### src/rtl/ipbase_arbit_wrrcore.sv
// Weighted round-robin arbiter: registered one-hot grant, per-requester credit,
// grant hold across packets and a one-cycle arbitration bubble between turns.
module ipbase_arbit_wrrcore #(
  parameter int NUM      = 4,
  parameter int WW       = 4,
  parameter int PKT_MODE = 1
) (
  input  logic                         clk,
  input  logic                         rst_n,
  input  logic [NUM-1:0]               iq,
  input  logic [NUM-1:0]               ilast,
  input  logic [NUM*WW-1:0]            weight,
  input  logic                         ack,
  output logic [NUM-1:0]               og,
  output logic                         og_vld,
  output logic [$clog2(NUM)-1:0]       og_id,
  output logic                         state_dbg
);

  localparam int IW = $clog2(NUM);

  typedef enum logic {
    ST_ARB   = 1'b0,
    ST_GRANT = 1'b1
  } state_t;

  state_t          state, state_n;
  logic [NUM-1:0]  og_n;
  logic [IW-1:0]   id_n;
  logic [WW-1:0]   credit, credit_n;
  logic [NUM-1:0]  prio, prio_n;
  logic            in_pkt, in_pkt_n;

  logic [IW-1:0]   prio_idx;
  logic [IW-1:0]   pick_idx;
  logic [IW:0]     scan_pos;
  logic            pick_found;
  logic [WW-1:0]   pick_w;

  logic            iq_g;
  logic            ilast_g;
  logic            xfer;
  logic            unit_end;
  logic            end_turn;

  // Rotate-and-select: scan from the priority position upwards, wrapping at NUM.
  always_comb begin
    prio_idx   = '0;
    pick_idx   = '0;
    pick_found = 1'b0;
    scan_pos   = '0;
    for (int i = 0; i < NUM; i++) begin
      if (prio[i]) prio_idx = IW'(i);
    end
    for (int k = 0; k < NUM; k++) begin
      scan_pos = {1'b0, prio_idx} + (IW+1)'(k);
      if (scan_pos >= (IW+1)'(NUM)) scan_pos = scan_pos - (IW+1)'(NUM);
      if (!pick_found && iq[scan_pos[IW-1:0]]) begin
        pick_found = 1'b1;
        pick_idx   = scan_pos[IW-1:0];
      end
    end
  end

  assign pick_w   = weight[int'(pick_idx)*WW +: WW];
  assign iq_g     = iq[og_id];
  assign ilast_g  = ilast[og_id];
  assign xfer     = ack & iq_g;
  assign unit_end = xfer & ((PKT_MODE != 0) ? ilast_g : 1'b1);

  always_comb begin
    state_n  = state;
    og_n     = og;
    id_n     = og_id;
    credit_n = credit;
    prio_n   = prio;
    in_pkt_n = in_pkt;
    end_turn = 1'b0;
    case (state)
      ST_ARB: begin
        if (|iq) begin
          og_n     = NUM'(1) << pick_idx;
          id_n     = pick_idx;
          credit_n = (pick_w == '0) ? WW'(1) : pick_w;
          in_pkt_n = 1'b0;
          state_n  = ST_GRANT;
        end else begin
          og_n = '0;
          id_n = '0;
        end
      end
      ST_GRANT: begin
        if (unit_end) begin
          in_pkt_n = 1'b0;
          if (credit != '0) credit_n = credit - WW'(1);
          if (credit <= WW'(1)) end_turn = 1'b1;
        end else if (xfer && (PKT_MODE != 0) && !ilast_g) begin
          in_pkt_n = 1'b1;
        end
        // A dropped request only gives up the grant between packets.
        if (!iq_g && !in_pkt) end_turn = 1'b1;
        if (end_turn) begin
          og_n     = '0;
          id_n     = '0;
          prio_n   = {og[NUM-2:0], og[NUM-1]};
          in_pkt_n = 1'b0;
          state_n  = ST_ARB;
        end
      end
      default: state_n = ST_ARB;
    endcase
  end

  always_ff @(posedge clk or negedge rst_n) begin
    if (!rst_n) begin
      state  <= ST_ARB;
      og     <= '0;
      og_id  <= '0;
      credit <= '0;
      prio   <= NUM'(1);
      in_pkt <= 1'b0;
    end else begin
      state  <= state_n;
      og     <= og_n;
      og_id  <= id_n;
      credit <= credit_n;
      prio   <= prio_n;
      in_pkt <= in_pkt_n;
    end
  end

  assign og_vld    = |og;
  assign state_dbg = state;

endmodule
### config.mk
export PLATFORM = sky130hd
export DESIGN_NAME = ipbase_arbit_wrrcore
export DESIGN_NICKNAME = d
export VERILOG_FILES = /design/src/rtl/ipbase_arbit_wrrcore.sv
export SDC_FILE = /design/constraint.sdc
export NUM_CORES = 1
export LEC_CHECK = 0
export CAP_MARGIN = 20
export CELL_PAD_IN_SITES_DETAIL_PLACEMENT = 0
export CELL_PAD_IN_SITES_GLOBAL_PLACEMENT = 1
export CORE_MARGIN = 10
export CORE_UTILIZATION = 31
export CTS_CLUSTER_DIAMETER = 40
export DETAILED_ROUTE_END_ITERATION = 16
export PLACE_DENSITY_LB_ADDON = 0.1
export SLEW_MARGIN = 10
export SYNTH_ARGS = -nofsm -noshare
export SYNTH_HDL_FRONTEND = slang
export SYNTH_SLANG_ARGS = --single-unit
### constraint.sdc
create_clock -name clk -period 2.1 [get_ports clk]
set_input_delay 0.315 -clock clk [delete_from_list [all_inputs] [get_ports clk]]
set_output_delay 0.315 -clock clk [all_outputs]
set_load 0.01 [all_outputs]
* Word-level counts from Yosys, hierarchy flattened *
Index checks and enable logic that the tools add are counted.
W data, S select, Z words.

word-level totals
  register bits after elaboration = 16
  input bits = 27
  logic and storage cells = 101
  output and inout bits = 8

cells by class
  muxes and demuxes = 49
  bitwise logic cells = 3
  order comparisons = 10
  shifts and indexed selects = 2
  equal/unequal tests = 5
  add/sub/neg operators = 8
  reduce and logical (&&, ||, !) cells = 18

operator list
  kind                   count
  $mux W2                12
  $mux W4                6
  $mux W1                20
  $pmux W4 S2            2
  $shiftx A16 B5 Y4      1
  $lt A2 B3 Y1 const B   5
  $bmux W1 S2            6
  $ge A3 B3 Y1 const B   3
  $reduce_or A4 Y1       2
  $sub A2 B1 Y2 const B  4
  $add A2 B2 Y3 const B  2
  $logic_not A1 Y1       6
  $ne A2 B1 Y1 const B   3
  $logic_and A1 B1 Y1    5
  $le A4 B1 Y1 const B   1
  $logic_not A4 Y1       1
  $ne A4 B1 Y1 const B   1
  $pmux W1 S2            2
  $pmux W2 S2            1
  $reduce_and A2 Y1      2
  $reduce_bool A4 Y1     1
  $shl A1 B2 Y4 const A  1
  $sub A4 B1 Y4 const B  1
  $add A2 B1 Y3 const B  1
  5 further kinds        6

* Depth between registers and ports, before layout *
  depth in word-level cells = 22
  depth in mapped cells = 8
  depth with buffers taken out = 7

* Least setup slack after synthesis *
Ideal clock, no wire load.

  path kind = register -> register
  start = register prio[1]
  end = register credit[1]
  setup slack = -0.178 ns
  cell stages (with the launch flop) = 8
  period minus slack after synthesis = 2.278 ns
  required time = 2.026 ns
  data arrival time = 2.204 ns
  buffers on the path = 0
  setup time = 0.074 ns
  cells stage by stage = dfrtp_1 > mux2_2 > o221ai_4 > a21boi_2 > mux2i_2 > mux2_4 > mux2_4 > o21ai_2

on the way
  cells in the longest elaborated chain, start to end = 22
  elaborated cells between the ends (all ways) = 44
  those cells by class = 7 x add/sub; 4 x order compare; 1 x shift; 25 x mux; 7 x reduce/logical

ends and longest elaborated chain
  item                                                                    line  text
  start: declaration                                                      31    logic [NUM-1:0] prio, prio_n;
  start signal: assignment                                                127   prio <= prio_n;
  $mux W1 *                                                               53    if (prio[i]) prio_idx = IW'(i);
  $mux W2 * (2 in a row)                                                  53
  parallel branches: the longest is 13 deep, another holds $add A2 B1 Y3  n/a
  $mux W2 *                                                               58    if (!pick_found && iq[scan_pos[IW-1:0]]) begin
  $shiftx A16 B5 Y4 *                                                     65    assign pick_w = weight[int'(pick_idx)*WW +: WW];
  $logic_not A4 Y1                                                        84    credit_n = (pick_w == '0) ? WW'(1) : pick_w;
  $mux W4 *                                                               84
  $mux W4 *                                                               81    if (|iq) begin
  $pmux W4 S2 *                                                           79    case (state)
  end signal: assignment                                                  126   credit <= credit_n;
  end: declaration                                                        30    logic [WW-1:0] credit, credit_n;

Every way passes the cells marked *. The select of a mux whose other input is x is not followed.
A chain may end at the register's enable or synchronous reset.

* Final worst setup path *
Same ends and word-level chain as after synthesis.

==> flow_summary.rst <==
.. list-table::
   :header-rows: 1

   * - Metric
     - Value
   * - Die footprint
     - approximately 6600 um2
   * - TritonCTS sink count
     - 15
   * - Result of the run
     - finished with violations
   * - Worst-Margin Slew
     - about 680 ps
   * - Net count of the mapped netlist
     - roughly 160
   * - Area leader, netlist
     - dfrtp_1
   * - Layout overhead on the synthesized area
     - 59.9%
   * - Setup WS post-layout
     - -128 ps
   * - Number of nets with antenna violations after detailed routing
     - 0
   * - Violated checks
     - setup timing
   * - Met2 Resource Use GR
     - roughly 17%
   * - Vias
     - between 1000 and 1500
   * - H-tree Lvls
     - 1
   * - Total of flip-flops plus latches after synthesis
     - 15
   * - Number of buffer cells added on primary ports
     - 34
   * - Crit end category
     - flop
   * - Final period demand of the worst path
     - about 2200 ps
   * - Arr. time, crit path
     - ~2400 ps
   * - Source-to-sink clock delay at the later pin of the worst-skew pair
     - 250 ps
   * - Final Util
     - about 50%
   * - Worst path most repeated cell
     - mux2_4
   * - Total Power
     - roughly 0.0028 W
   * - Relative max-transition margin
     - a little over half
   * - Required arrival time at the worst endpoint
     - about 2300 ps
   * - Worst vdd ir
     - approximately 0.6 mV
   * - Number of hold-slack violations in the final timing report
     - 0
   * - All-layer global routing usage
     - between 10 and 15%
   * - Drt drc
     - 0
   * - GR met3 Demand/Resource
     - 1.97%
   * - Setup slack, reg-to-reg
     - -130 ps
   * - Max Freq
     - around 450 MHz
   * - Ys async rst share
     - between 90% and 100%
   * - Area of the core
     - 3660 um2
   * - Max-cap violation count
     - 0
   * - Largest cells by area after synthesis
     - dfrtp_1 (32%), mux2_2 (9.6%), a211oi_1 (4.5%)
   * - Clock tree from TritonCTS
     - yes
   * - Fill cells
     - approximately 360
   * - Commonest cells after routing, fill and taps aside
     - clkdlybuf4s50_1 (30), buf_4 (28), dfrtp_1 (13), inv_1 (12), nand2_1 (12)
   * - Number of enable flip-flop cells after synthesis
     - 0
   * - Peak per-stage delay on the critical path
     - ~440 ps
   * - Final routed wire length divided by cell count
     - about 15 um
   * - Post-Syn Area
     - ~1200 um2
   * - Initial antenna violation count
     - 0
   * - Initial Util
     - roughly a third
   * - Worst clock skew
     - approximately 11 ps
   * - Commonest register cell after synthesis
     - dfrtp_1
   * - Syn avg cell area
     - 9.39 um2
   * - Met1 GRT Util
     - between 10% and 20%
   * - Unrepaired setup endpoints after global routing
     - yes
   * - Number of iterations in the first detailed-routing pass
     - 2
   * - Clock transition at path regs
     - 70 ps
   * - Top-level I/O count
     - 35
   * - DIE WIDTH
     - just over 80 um
   * - Netlist cell types
     - 39
   * - Critical setup path kind
     - reg2reg
   * - Largest net degree at the start of global routing
     - 16
   * - Total Wirelength
     - 3.48 mm
   * - Number of diodes
     - 0
   * - Layout cells sized above 1
     - roughly a third
   * - Drt initial violations
     - 40
   * - Kind of start point of the critical path
     - flop
   * - Cell count after synthesis
     - around 130
   * - Yosys warning total
     - 0
   * - Chip Height
     - 81.5 um
   * - Routability congestion estimate from global placement
     - about 0.81
   * - Maximum clock insertion buffer count
     - 2
   * - Total clock buffers created by CTS
     - 3
   * - Number of failing setup endpoints in the final timing report
     - 5
   * - Area share of the leading cell type in the synthesized netlist
     - a little under a third
   * - Family of cells with the greatest summed delay on the critical path
     - multiplexers
   * - Final net count
     - between 200 and 250
   * - Post-DP HPWL
     - about 2.9 mm
   * - Final critical-path share of the clock period
     - 106%
   * - Cell type of the slowest stage on the worst timing path
     - dfrtp_2
   * - Via count of the first global-routing pass
     - ~1200
   * - Final Slew Violations
     - 0
   * - Most common cell after layout, fill and taps aside
     - clkdlybuf4s50_1
   * - Clk Tree Root Cell
     - clkbuf_8
   * - Number of buffers added to fix hold violations after cts
     - 0
   * - Detail-routed via count per cell
     - 4.98
   * - Cell-by-cell trace of the critical path
     - mux2_4, o221ai_4, a21boi_2, mux2i_2, buf_4, mux2_4, mux2_4, o21ai_2
   * - First-pass GRT wire length
     - 5.53 mm
   * - Static leakage
     - 0.825 nW
   * - Buffers and inverters on the worst path
     - 1
   * - Critical path fanouts, max
     - 4
   * - Part of the Yosys area used for sequential elements
     - between 30% and 40%
   * - Number of rows in the core area
     - 22
   * - Final global-route overflow total
     - 0
   * - Final-layout worst hold slack
     - between 400 and 500 ps
   * - Worst Hold Class
     - in2async
   * - Layer carrying the most global-route usage
     - met2
   * - Cell area power density
     - ~1500 nW/um2
[kinds of logic after synthesis]
logic type,synth area share (%)
AOI/OAI and AO/OA,24.0
adders and majority gates,3.20
buffers and inverters,5.12
DFF,32.0
muxes,18.0
and+or+nand+nor,17.7
[per-layer routing]
layer,share of wire [%],up-vias
met5,0,-
met3,5.1,6
met4,1.8,0
li1,-,594
met1,45,560
met2,48,31
[final timing paths]
kind                                  startpoint                     to  depth (start not counted)
max                          prio[1]$_DFFE_PN0P_  credit[1]$_DFFE_PN0P_                          8
min                                        rst_n  credit[0]$_DFFE_PN0P_                          1
max reg2reg                  prio[1]$_DFFE_PN0P_  credit[1]$_DFFE_PN0P_                          8
min reg2reg                credit[1]$_DFFE_PN0P_  credit[1]$_DFFE_PN0P_                          2
max in group asynchronous                  rst_n    prio[2]$_DFFE_PN0P_                          1
min in group clk           credit[1]$_DFFE_PN0P_  credit[1]$_DFFE_PN0P_                          2
[worst reg2reg max path: stages (launching register included)]
cell and delay [ps]:
dfrtp_2 440, mux2_4 320, o221ai_4 150, a21boi_2 210, mux2i_2 220, buf_4 160, mux2_4 300, mux2_4 260
o21ai_2 100
[cell type report]
cell class                 instances  area [um2]  share of cell area, %
multi-input combinational         96         777                   41.4
sequential                        15         378                   20.1
clock buffer                       3        41.3                   2.20
tap                               48        60.1                   3.20
clock inverter                     1        7.51                  0.400
inverter                          12        45.0                   2.40
timing repair buffer              64         568                   30.3
[where the power goes]
group          leakage (nW)  switching [W]  internal [W]
sequential            0.185       0.000120      0.000417
combinational         0.619       0.000879       0.00118
clock                0.0217       0.000108      0.000133
[registers in the layout, indices dropped and copies added, names as in the netlist]
name and cells:
prio 3, og 4, og_id 2, state_dbg 1, credit 4, in_pkt 1
[timing repair]
item | in CTS | in global routing
resized for setup | 7 | 14
gates cloned | 0 | 0
setup buffers | 1 | 4
endpoints found under the setup margin | 8 | 4
pin swaps | 2 | 2
endpoints found under the hold margin | 0 | 0
[cell usage after synthesis, types with 2 or more instances]
cell	number
dfrtp_1	15
nand2_1	13
mux2_2	10
o21ai_0	8
nand3b_1	2
nor2_1	7
o22ai_1	3
ha_1	3
nand2b_1	2
a211oi_1	7
o211ai_1	3
a21o_1	2
inv_1	12
mux2_4	2
nor2b_1	2
a21oi_1	8
nand3_1	3
mux4_2	2
[through the flow]
stage | cells | setup slack (ps) | setup TNS [ps] | area [um2]
5_1_grt | 239 | -204 | -914 | 1880
4_1_cts | 235 | -159 | -468 | 1810
3_5_place_dp | 230 | -541 | -4410 | 1750
2_1_floorplan | 125 | -173 | -414 | 1180
6_report | 239 | -128 | -443 | 1880
3_3_place_gp | 230 | -475 | -4010 | 1750
(Power assumes the default switching activity.)
